## src/rtl/types_pkg.sv

```systemverilog
// Shared types, funct3 encodings and access-decoding helpers for the load/store unit.
package types_pkg;

  localparam int unsigned XLEN = 32;

  typedef logic [XLEN-1:0] word_t;

  typedef enum logic [1:0] {
    IDLE = 2'd0,
    REQ  = 2'd1,
    WAIT = 2'd2,
    DONE = 2'd3
  } lsu_state_e;

  localparam logic [2:0] F3_LB  = 3'b000;
  localparam logic [2:0] F3_LH  = 3'b001;
  localparam logic [2:0] F3_LW  = 3'b010;
  localparam logic [2:0] F3_LBU = 3'b100;
  localparam logic [2:0] F3_LHU = 3'b101;
  localparam logic [2:0] F3_SB  = 3'b000;
  localparam logic [2:0] F3_SH  = 3'b001;
  localparam logic [2:0] F3_SW  = 3'b010;

  // Unsupported encodings, misalignment, and simultaneous read+write all fault.
  function automatic logic access_illegal(input logic rd, input logic wr,
                                          input logic [2:0] f3, input logic [1:0] off);
    logic bad;
    bad = 1'b0;
    if (rd && wr) begin
      bad = 1'b1;
    end else begin
      case (f3)
        F3_LB:   bad = 1'b0;
        F3_LH:   bad = off[0];
        F3_LW:   bad = (off != 2'b00);
        F3_LBU:  bad = wr;
        F3_LHU:  bad = wr | off[0];
        default: bad = 1'b1;
      endcase
    end
    return bad;
  endfunction

  function automatic logic [3:0] lane_be(input logic [2:0] f3, input logic [1:0] off);
    logic [3:0] be;
    case (f3[1:0])
      F3_SB[1:0]: be = 4'b0001 << off;
      F3_SH[1:0]: be = 4'b0011 << {off[1], 1'b0};
      default:    be = 4'b1111;
    endcase
    return be;
  endfunction

endpackage

```

## src/rtl/load_store_unit_if.sv

```systemverilog
// Word-wide data-memory request/grant/response bus between the LSU and memory.
interface load_store_unit_if #(
  parameter int unsigned XLEN = types_pkg::XLEN
);
  logic            dmem_req;
  logic            dmem_we;
  logic [XLEN-1:0] dmem_addr;
  logic [3:0]      dmem_be;
  logic [XLEN-1:0] dmem_wdata;
  logic            dmem_gnt;
  logic            dmem_rvalid;
  logic [XLEN-1:0] dmem_rdata;

  modport master (
    output dmem_req, dmem_we, dmem_addr, dmem_be, dmem_wdata,
    input  dmem_gnt, dmem_rvalid, dmem_rdata
  );

  modport slave (
    input  dmem_req, dmem_we, dmem_addr, dmem_be, dmem_wdata,
    output dmem_gnt, dmem_rvalid, dmem_rdata
  );
endinterface

```

## src/rtl/load_store_unit_load_extend.sv

```systemverilog
// Selects the addressed byte/half of a read word and sign- or zero-extends it.
module load_extend
  import types_pkg::*;
#(
  parameter int unsigned XLEN = types_pkg::XLEN
) (
  input  logic [XLEN-1:0] rdata,
  input  logic [1:0]      offset,
  input  logic [2:0]      funct3,
  output logic [XLEN-1:0] ext_data_c
);

  logic [7:0]  byte_c;
  logic [15:0] half_c;

  always_comb begin
    byte_c     = rdata[{offset, 3'b000} +: 8];
    half_c     = rdata[{offset[1], 4'b0000} +: 16];
    ext_data_c = rdata;
    case (funct3)
      F3_LB:   ext_data_c = {{(XLEN-8){byte_c[7]}}, byte_c};
      F3_LBU:  ext_data_c = {{(XLEN-8){1'b0}}, byte_c};
      F3_LH:   ext_data_c = {{(XLEN-16){half_c[15]}}, half_c};
      F3_LHU:  ext_data_c = {{(XLEN-16){1'b0}}, half_c};
      default: ext_data_c = rdata;
    endcase
  end

endmodule

```

## src/rtl/load_store_unit.sv

```systemverilog
// Memory-stage load/store unit: stalls the pipeline while one request crosses the
// data bus, with lane steering, load extension, fault detection and bus timeout.
module load_store_unit
  import types_pkg::*;
#(
  parameter int unsigned XLEN           = types_pkg::XLEN,
  parameter int unsigned TIMEOUT_CYCLES = 16
) (
  input  logic            clk,
  input  logic            reset,
  input  logic            MemReadM,
  input  logic            MemWriteM,
  input  logic [2:0]      Funct3M,
  input  logic [XLEN-1:0] ALUResultM,
  input  logic [XLEN-1:0] WriteDataM,
  output logic [XLEN-1:0] ReadDataM,
  output logic            StallM,
  output logic            AccessErrM,
  load_store_unit_if.master bus
);

  localparam int unsigned     CNT_W    = (TIMEOUT_CYCLES > 2) ? $clog2(TIMEOUT_CYCLES) : 1;
  localparam logic [CNT_W-1:0] CNT_LAST = CNT_W'(TIMEOUT_CYCLES - 1);

  lsu_state_e       state_q, state_d;
  logic [CNT_W-1:0] cnt_q, cnt_d;
  logic [XLEN-1:0]  addr_q, addr_d;
  logic [3:0]       be_q, be_d;
  logic [XLEN-1:0]  wdata_q, wdata_d;
  logic             we_q, we_d;
  logic [2:0]       f3_q, f3_d;
  logic [1:0]       off_q, off_d;
  logic [XLEN-1:0]  rdata_q, rdata_d;
  logic             req_q, req_d;
  logic [XLEN-1:0]  ext_data_c;
  logic             timeout_c;

  load_extend #(.XLEN(XLEN)) u_load_extend (
    .rdata      (bus.dmem_rdata),
    .offset     (off_q),
    .funct3     (f3_q),
    .ext_data_c (ext_data_c)
  );

  assign timeout_c = (cnt_q == CNT_LAST);

  always_comb begin
    state_d    = state_q;
    cnt_d      = cnt_q;
    addr_d     = addr_q;
    be_d       = be_q;
    wdata_d    = wdata_q;
    we_d       = we_q;
    f3_d       = f3_q;
    off_d      = off_q;
    rdata_d    = rdata_q;
    req_d      = 1'b0;
    StallM     = 1'b0;
    AccessErrM = 1'b0;

    case (state_q)
      IDLE: begin
        if (MemReadM || MemWriteM) begin
          if (access_illegal(MemReadM, MemWriteM, Funct3M, ALUResultM[1:0])) begin
            AccessErrM = 1'b1;
            rdata_d    = '0;
          end else begin
            StallM  = 1'b1;
            addr_d  = {ALUResultM[XLEN-1:2], 2'b00};
            be_d    = lane_be(Funct3M, ALUResultM[1:0]);
            we_d    = MemWriteM;
            f3_d    = Funct3M;
            off_d   = ALUResultM[1:0];
            cnt_d   = '0;
            req_d   = 1'b1;
            state_d = REQ;
            // Narrow stores replicate the datum so any lane picked by be sees it.
            case (Funct3M)
              F3_SB:   wdata_d = XLEN'({4{WriteDataM[7:0]}});
              F3_SH:   wdata_d = XLEN'({2{WriteDataM[15:0]}});
              default: wdata_d = WriteDataM;
            endcase
          end
        end
      end

      REQ: begin
        StallM = 1'b1;
        req_d  = 1'b1;
        cnt_d  = cnt_q + CNT_W'(1);
        if (bus.dmem_gnt) begin
          req_d   = 1'b0;
          cnt_d   = '0;
          state_d = we_q ? DONE : WAIT;
        end else if (timeout_c) begin
          req_d      = 1'b0;
          AccessErrM = 1'b1;
          rdata_d    = '0;
          state_d    = DONE;
        end
      end

      WAIT: begin
        StallM = 1'b1;
        cnt_d  = cnt_q + CNT_W'(1);
        if (bus.dmem_rvalid) begin
          rdata_d = ext_data_c;
          state_d = DONE;
        end else if (timeout_c) begin
          AccessErrM = 1'b1;
          rdata_d    = '0;
          state_d    = DONE;
        end
      end

      DONE: state_d = IDLE;

      default: state_d = IDLE;
    endcase
  end

  always_ff @(posedge clk) begin
    if (!reset) begin
      state_q <= IDLE;
      cnt_q   <= '0;
      addr_q  <= '0;
      be_q    <= '0;
      wdata_q <= '0;
      we_q    <= 1'b0;
      f3_q    <= '0;
      off_q   <= '0;
      rdata_q <= '0;
      req_q   <= 1'b0;
    end else begin
      state_q <= state_d;
      cnt_q   <= cnt_d;
      addr_q  <= addr_d;
      be_q    <= be_d;
      wdata_q <= wdata_d;
      we_q    <= we_d;
      f3_q    <= f3_d;
      off_q   <= off_d;
      rdata_q <= rdata_d;
      req_q   <= req_d;
    end
  end

  assign ReadDataM      = rdata_q;
  assign bus.dmem_req   = req_q;
  assign bus.dmem_we    = we_q;
  assign bus.dmem_addr  = addr_q;
  assign bus.dmem_be    = be_q;
  assign bus.dmem_wdata = wdata_q;

endmodule

```

## src/flat_wrapper.sv

```systemverilog
// flat-port wrapper written by rule: the top's interface ports become plain ports
module load_store_unit_flat import types_pkg::*;
#(
  parameter int unsigned XLEN           = types_pkg::XLEN,
  parameter int unsigned TIMEOUT_CYCLES = 16
)
  (clk, reset, MemReadM, MemWriteM, Funct3M, ALUResultM, WriteDataM, ReadDataM, StallM, AccessErrM, bus_dmem_req, bus_dmem_we, bus_dmem_addr, bus_dmem_be, bus_dmem_wdata, bus_dmem_gnt, bus_dmem_rvalid, bus_dmem_rdata);
  load_store_unit_if #(.XLEN(XLEN)) bus_i ();
  input  logic clk;
  input  logic reset;
  input  logic MemReadM;
  input  logic MemWriteM;
  input  logic [2:0] Funct3M;
  input  logic [XLEN-1:0] ALUResultM;
  input  logic [XLEN-1:0] WriteDataM;
  output logic [XLEN-1:0] ReadDataM;
  output logic StallM;
  output logic AccessErrM;
  output wire logic [$bits(bus_i.dmem_req)-1:0] bus_dmem_req;
  output wire logic [$bits(bus_i.dmem_we)-1:0] bus_dmem_we;
  output wire logic [$bits(bus_i.dmem_addr)-1:0] bus_dmem_addr;
  output wire logic [$bits(bus_i.dmem_be)-1:0] bus_dmem_be;
  output wire logic [$bits(bus_i.dmem_wdata)-1:0] bus_dmem_wdata;
  input wire logic [$bits(bus_i.dmem_gnt)-1:0] bus_dmem_gnt;
  input wire logic [$bits(bus_i.dmem_rvalid)-1:0] bus_dmem_rvalid;
  input wire logic [$bits(bus_i.dmem_rdata)-1:0] bus_dmem_rdata;
  assign bus_dmem_req = bus_i.dmem_req;
  assign bus_dmem_we = bus_i.dmem_we;
  assign bus_dmem_addr = bus_i.dmem_addr;
  assign bus_dmem_be = bus_i.dmem_be;
  assign bus_dmem_wdata = bus_i.dmem_wdata;
  assign bus_i.dmem_gnt = bus_dmem_gnt;
  assign bus_i.dmem_rvalid = bus_dmem_rvalid;
  assign bus_i.dmem_rdata = bus_dmem_rdata;
  load_store_unit #(.XLEN(XLEN), .TIMEOUT_CYCLES(TIMEOUT_CYCLES)) u_core (.clk(clk), .reset(reset), .MemReadM(MemReadM), .MemWriteM(MemWriteM), .Funct3M(Funct3M), .ALUResultM(ALUResultM), .WriteDataM(WriteDataM), .ReadDataM(ReadDataM), .StallM(StallM), .AccessErrM(AccessErrM), .bus(bus_i));
endmodule
```

## config.mk

```make
export PLATFORM = sky130hd
export DESIGN_NAME = load_store_unit_flat
export DESIGN_NICKNAME = d
export VERILOG_FILES = /design/src/rtl/types_pkg.sv /design/src/rtl/load_store_unit_if.sv /design/src/rtl/load_store_unit_load_extend.sv /design/src/rtl/load_store_unit.sv /design/src/flat_wrapper.sv
export SDC_FILE = /design/constraint.sdc
export NUM_CORES = 1
export LEC_CHECK = 0
export ABC_AREA = 1
export CORE_MARGIN = 5
export CORE_UTILIZATION = 44
export DETAILED_ROUTE_END_ITERATION = 10
export PLACE_DENSITY = 0.81
export SYNTH_ARGS = -nofsm -noshare
export SYNTH_HDL_FRONTEND = slang
export SYNTH_SLANG_ARGS = --single-unit
export TNS_END_PERCENT = 50
```

## constraint.sdc

```tcl
create_clock -name clk -period 2.2 [get_ports clk]
set_input_delay 0.33 -clock clk [delete_from_list [all_inputs] [get_ports clk]]
set_output_delay 0.33 -clock clk [all_outputs]
set_load 0.05 [all_outputs]
```

# Word-level counts from Yosys, hierarchy flattened

Index checks and enable logic that the tools add are counted.

Flip-flop bits (word level): 111
Latch bits: 0
RAM bits: 0
Memory bits (read-only): 0
Input bits: 105
Output and inout port bits: 104
Logic and storage cells: 82
Memories: 0

Add/sub/neg operators: 1
$mul: 0
Div/mod/pow operators: 0
Order comparisons: 0
Eq/ne operators: 16
Shift operators: 4
Multiplexer cells: 36
Bitwise operators: 2
Reduce and logical (&&, ||, !) cells: 13

Operator list:

| cell                                                                   | count |
|---|---|
| 32-bit two-way mux                                                     | 5 |
| 32-bit one-hot mux with 4 select lines                                 | 1 |
| 32-bit one-hot mux with 3 select lines                                 | 1 |
| 32-bit one-hot mux with 2 select lines                                 | 1 |
| 32-bit by 6-bit variable part select with 16-bit output                | 1 |
| 32-bit by 6-bit variable part select with 8-bit output                 | 1 |
| 1-bit two-way mux                                                      | 13 |
| 3-bit equality test (second input constant)                            | 4 |
| 4-bit two-way mux                                                      | 3 |
| 4-bit one-hot mux with 3 select lines                                  | 1 |
| 2-bit two-way mux                                                      | 5 |
| 2-bit one-hot mux with 4 select lines                                  | 1 |
| 4-bit one-hot mux with 2 select lines                                  | 1 |
| 3-bit by 1-bit equality test with 1-bit output (second input constant) | 2 |
| 3-bit logical NOT                                                      | 2 |
| 3-bit AND reduction                                                    | 2 |
| 1-bit one-hot mux with 5 select lines                                  | 1 |
| 4-bit by 1-bit adder with 4-bit output (second input constant)         | 1 |
| 2-bit by 1-bit equality test with 1-bit output (second input constant) | 2 |
| 2-bit equality test (second input constant)                            | 2 |
| 4-bit equality test (second input constant)                            | 1 |
| 2-bit logical NOT                                                      | 2 |
| 2-bit by 1-bit != test with 1-bit output (second input constant)       | 2 |
| 2-bit != test (second input constant)                                  | 2 |
| other kinds (14)                                                       | 15 |

# Logic depth before layout (Yosys ltp)

Word-level depth: 8
Gate-level depth with buffers: 12
Depth with buffers taken out: 11

# Hierarchy

Synthesis repeated with hierarchy kept, for this count alone.

Cell total of the unflattened synthesis: 1062
Area total of the unflattened synthesis: 6546.3 um^2

By module, submodules not included:

| module          | instances | cells each | area each (um^2) | sequential area each (um^2) |
|---|---|---|---|---|
| load_store_unit | 1         | 889        | 5741.8           | 2222.1 |
| load_extend     | 1         | 173        | 804.5            | 0.0 |

# Least setup slack after synthesis

Ideal clock, no wire load.

Path type: input-to-output
Start point: input Funct3M[1]
End point: output StallM
Data arrival time: 2.031 ns
Data required time: 1.870 ns
Slack: -0.161 ns
Stages: 8
Path buffers: 3
Cell sequence: buf_2 o21ai_0 nand3_1 nor2_1 nand3_1 buf_4 buf_4 a21oi_1

Cells in the longest elaborated chain, start to end: 8
Elaborated cells between the ends (all ways): 12

RTL lines:

| element                                           | line                  | source |
|---|---|---|
| from (decl)                                       | flat_wrapper.sv:13    | `input logic [2:0] Funct3M;` |
| 3-bit equality test, or another cell as far along | types_pkg.sv:32       | `case (f3)` |
| 1-bit one-hot mux with 5 select lines *           | types_pkg.sv:32       |  |
| 1-bit two-way mux *                               | types_pkg.sv:29       | `if (rd && wr) begin` |
| 1-bit two-way mux *                               | load_store_unit.sv:63 | `if (MemReadM \|\| MemWriteM) begin` |
| 1-bit two-way mux *                               | load_store_unit.sv:61 | `case (state_q)` |
| 1-bit two-way mux *                               | load_store_unit.sv:64 | `if (access_illegal(MemReadM, MemWriteM, Funct3M, ALUResultM[1:0])) begin` |
| 1-bit two-way mux *                               | load_store_unit.sv:63 |  |
| 1-bit one-hot mux with 2 select lines *           | load_store_unit.sv:61 |  |
| to (decl)                                         | flat_wrapper.sv:17    | `output logic StallM;` |

Mark *: on every way between the ends. The rest lies on a longest branch, timed or not. The select of a mux whose other input is x is not followed.

# Final worst setup path

Start point: input Funct3M[0]
End point: output AccessErrM

Cells in the longest elaborated chain, start to end: 8
Elaborated cells between the ends (all ways): 12

RTL lines:

| element                                           | line                  | source |
|---|---|---|
| 3-bit equality test, or another cell as far along | types_pkg.sv:32       |  |
| 1-bit one-hot mux with 5 select lines *           | types_pkg.sv:32       |  |
| 1-bit two-way mux *                               | types_pkg.sv:29       |  |
| 1-bit two-way mux *                               | load_store_unit.sv:63 |  |
| 1-bit two-way mux *                               | load_store_unit.sv:61 |  |
| 1-bit two-way mux *                               | load_store_unit.sv:64 |  |
| 1-bit two-way mux *                               | load_store_unit.sv:63 |  |
| 1-bit one-hot mux with 3 select lines *           | load_store_unit.sv:61 |  |
| to (decl)                                         | flat_wrapper.sv:18    | `output logic AccessErrM;` |

Marked as above.

==> metrics.txt <==
Layout area overhead=47.87%; Final ANT Viol Nets=0; Nets=1099; PortBufs=between 200 and 250; P_sw=1837 uW; cts bufs inserted=9; worst-margin pin slew=635.4 ps; std cell rows=40; final RePlAce weighted congestion=0.9033; worst flop-to-flop path endpoint=u_core.ReadDataM[13]$_SDFFE_PN0P_; Tmin final=2104 ps; combinational share of power=30.4%; Post-Synthesis Cells=787; Internal=between 3000 and 4000 uW; # H-tree levels=3; drc violations=0; crit path from=Funct3M[0]; MaxCap Viol Count=0; worst endpoint required time=1870 ps; final global-route overflow total=0; initial antenna violation count=0; CTS tree=yes; CP endpoint=AccessErrM; crit-path max FO=3; Post-synth EDFFs=0; P_leak=0.003039 uW; Post-Syn Area=5343 um2; max-slew violations=0; critical path type=primary input to output port; I/O Pins=209; clk buf depth=2; Max Freq=between 400 and 500 MHz; Vias/cell=5.044; die width=120.2 um; status=completed; final WL=17570 um; hold crit path type=flip-flop to flip-flop; largest net degree at the start of global routing=between 50 and 60; All-Layer GR Usage=23.28%; largest stage delay on the critical path=between 400 and 500 ps; area share of the largest cell type after synthesis=41.59%; Arr. time, crit path=approximately 1800 ps; drt wl/cell=15.41 um; sw frac=about a third; library cells used by synthesis=34; Avg Cell Area, Syn=around 6.8 um2; Synth Area in Compound Gates=16.74%; Cells after DPL=1123; clk_lat worst skew=about 360 ps; Post-Synth Adder-Cell Area=1.405%; RR Startpoint=u_core.state_q[0]$_SDFFE_PN0P_; CP dominant cell by count=nand2_1; Min Hold Slack=464.3 ps; sequential area share after synthesis=41.59%; RSZ-0062 raised after global routing=true; setup violators final=0; Synth area leader=dfxtp_1; vias in the first global route=between 5000 and 6000; Max VDD drop=0.5179 mV; Flop pwr share=40.8%; clock-pin slew on the worst setup and hold paths=70 ps; final hold vios=0; Clock Power Share=28.8%; Initial Utilization=between 40% and 50%; CTS root buf=clkbuf_16; Fill cells=1034; worst setup margin=95.62 ps; dominant synthesized flop cell=dfxtp_1; Max transition margin=57.64%; yosys warns=0; Tcrit/Tclk final=95.65%; 1st-pass router iterations=7; post-cts hold buffer count=0; Synth Area in Simple Gates=30.68%; share of layout cells above drive strength 1=8.661%; CP startpoint kind=primary input; kind of end point of the critical path=output port; r2r setup slk=270 ps; DIE HEIGHT=120.2 um; via count=between 5000 and 6000; crit path cell chain=clkdlybuf4s50_1 -> nor2_1 -> nand2_1 -> nand2_1 -> inv_1 -> o21ai_1 -> a21oi_1 -> o21a_1 -> buf_12; synth top area cells=dfxtp_1 (42%), nand2_1 (21%), a21oi_1 (11%); Core ar.=11960 um2; power density over cell area=between 600 and 700 nW/um2; #FFs+latches synth=111; Clock Skew=5.702 ps; mux share of post-synthesis cell area=0%; worst hold stages=2; Synth Area in XOR/XNOR=0.1639%; largest family of logic cells by synthesized area=simple AND/OR/NAND/NOR gates; clk sink count=111; Antenna diodes=0; first-pass GRT wire length=26910 um; R2R cell count=9; Die ar.=14450 um2; DP HPWL=about 13000 um; pre-CTS setup slack=between 50 and 60 ps; Slowest-stage cell, CP=clkdlybuf4s50_1; Synth async-reset ratio=0%; initial drt markers=502; post-route insts no fill=1140
==> area by class of cell <==
cell class | instances | area [um2] | area share, %
Clock buffer | 9 | 225.2 | 2.851
Clock inverter | 7 | 47.55 | 0.6018
Inverter | 52 | 197.7 | 2.502
Multi-Input combinational cell | 579 | 2648 | 33.51
Sequential cell | 111 | 2223 | 28.14
Tap cell | 147 | 183.9 | 2.328
Timing Repair Buffer | 235 | 2375 | 30.06
==> sequential cells by signal, indices dropped and copies added (netlist names) <==
signal and cells:
u_core.ReadDataM 32, u_core.bus.dmem_addr 30, u_core.bus.dmem_be 4, u_core.bus.dmem_req 1
u_core.bus.dmem_wdata 32, u_core.bus.dmem_we 1, u_core.cnt_q 4, u_core.f3_q 3
u_core.off_q 2, u_core.state_q 2
==> metal layers <==
| layer | up-vias | part of all wire (%) | GRT usage, % |
|---|---|---|---|
| li1 | 2918 | - | - |
| met1 | 2566 | 41 | 28.46 |
| met2 | 239 | 47 | 38.00 |
| met3 | 27 | 10 | 8.513 |
| met4 | 0 | 2.0 | 7.731 |
| met5 | - | 0 | 0 |
==> metrics by stage <==
| stage | TNS [ps] | power [uW] | area, um2 | util (%) |
|---|---|---|---|---|
| floorplan | 0 | 3209 | 5350 | - |
| global placement | 0 | 3840 | 7592 | 63.47 |
| detailed placement | 0 | 3850 | 7592 | 63.47 |
| CTS | 0 | 5391 | 7865 | 65.75 |
| global route | -21.59 | 5612 | 7900 | 66.05 |
| finish | 0 | 5367 | 7900 | 66.05 |
==> cell usage in the layout, fill, tap and decap left out, types with 6 or more instances in the layout <==
master           Yosys  final
nand2_1            296    296
clkdlybuf4s50_1      0    204
a21oi_1            117    115
dfxtp_1            111    110
inv_1               45     44
nand3_1             41     40
o21ai_0             38     38
nor2_1              30     29
buf_4               13     23
or2_2               16     16
clkbuf_16            0      9
buf_12               0      8
inv_2                6      7
o211ai_1             6      6
ha_1                 6      6
==> worst max-delay path: cells and delay by family <==
| family | cells | cell delay, ps |
|---|---|---|
| AO/OA/AOI/OAI | 3 | 500 |
| buffers and inverters | 3 | 650 |
| AND/OR/NAND/NOR | 3 | 280 |
==> Yosys cell counts, types with 2 or more instances <==
| library cell | n |
|---|---|
| inv_1 | 45 |
| nor2_2 | 3 |
| buf_2 | 4 |
| dfxtp_1 | 111 |
| o21ai_1 | 4 |
| inv_2 | 6 |
| buf_4 | 13 |
| o211ai_1 | 6 |
| ha_1 | 6 |
| nand3b_1 | 2 |
| clkbuf_1 | 19 |
| nand4_1 | 2 |
| o21a_1 | 2 |
| nand2_1 | 296 |
| nand2_2 | 3 |
| or2_2 | 16 |
| nor2_1 | 30 |
| buf_6 | 10 |
| nand3_1 | 41 |
| o21ai_0 | 38 |
| a21oi_1 | 117 |
==> power by group through the flow <==
| stage | logic [uW] | clock network, uW | registers (uW) |
|---|---|---|---|
| 2_1_floorplan | 686 | 0 | 2520 |
| 3_3_place_gp | 1610 | 0 | 2230 |
| 3_5_place_dp | 1620 | 0 | 2230 |
| 4_1_cts | 1620 | 1580 | 2190 |
| 5_1_grt | 1760 | 1650 | 2200 |
| 6_report | 1630 | 1540 | 2190 |
==> how the worst min path moves through the flow <==
stage | startpoint | to
final | u_core.bus.dmem_wdata[5]$_SDFFE_PN0P_ | u_core.bus.dmem_wdata[5]$_SDFFE_PN0P_
after global routing | u_core.bus.dmem_wdata[8]$_SDFFE_PN0P_ | u_core.bus.dmem_wdata[8]$_SDFFE_PN0P_
after CTS | u_core.ReadDataM[6]$_SDFFE_PN0P_ | u_core.ReadDataM[6]$_SDFFE_PN0P_
after detailed placement | u_core.ReadDataM[6]$_SDFFE_PN0P_ | u_core.ReadDataM[6]$_SDFFE_PN0P_
after global placement | u_core.ReadDataM[6]$_SDFFE_PN0P_ | u_core.ReadDataM[6]$_SDFFE_PN0P_
after floorplan | reset | u_core.bus.dmem_wdata[24]$_SDFFE_PN0P_
==> what timing repair did <==
action                     in CTS  in global routing
setup buffers                   0                  1
setup endpoints to repair       0                 16
gates resized for setup         0                  5
==> kinds of logic after synthesis <==
group	Yosys count
and+or+nand+nor	398
AOI/OAI and AO/OA	172
DFF	111
buffers and inverters	98
adders and majority gates	6
xor gates and xnor gates	1
other	1
Power figures use the tool's default switching activity.
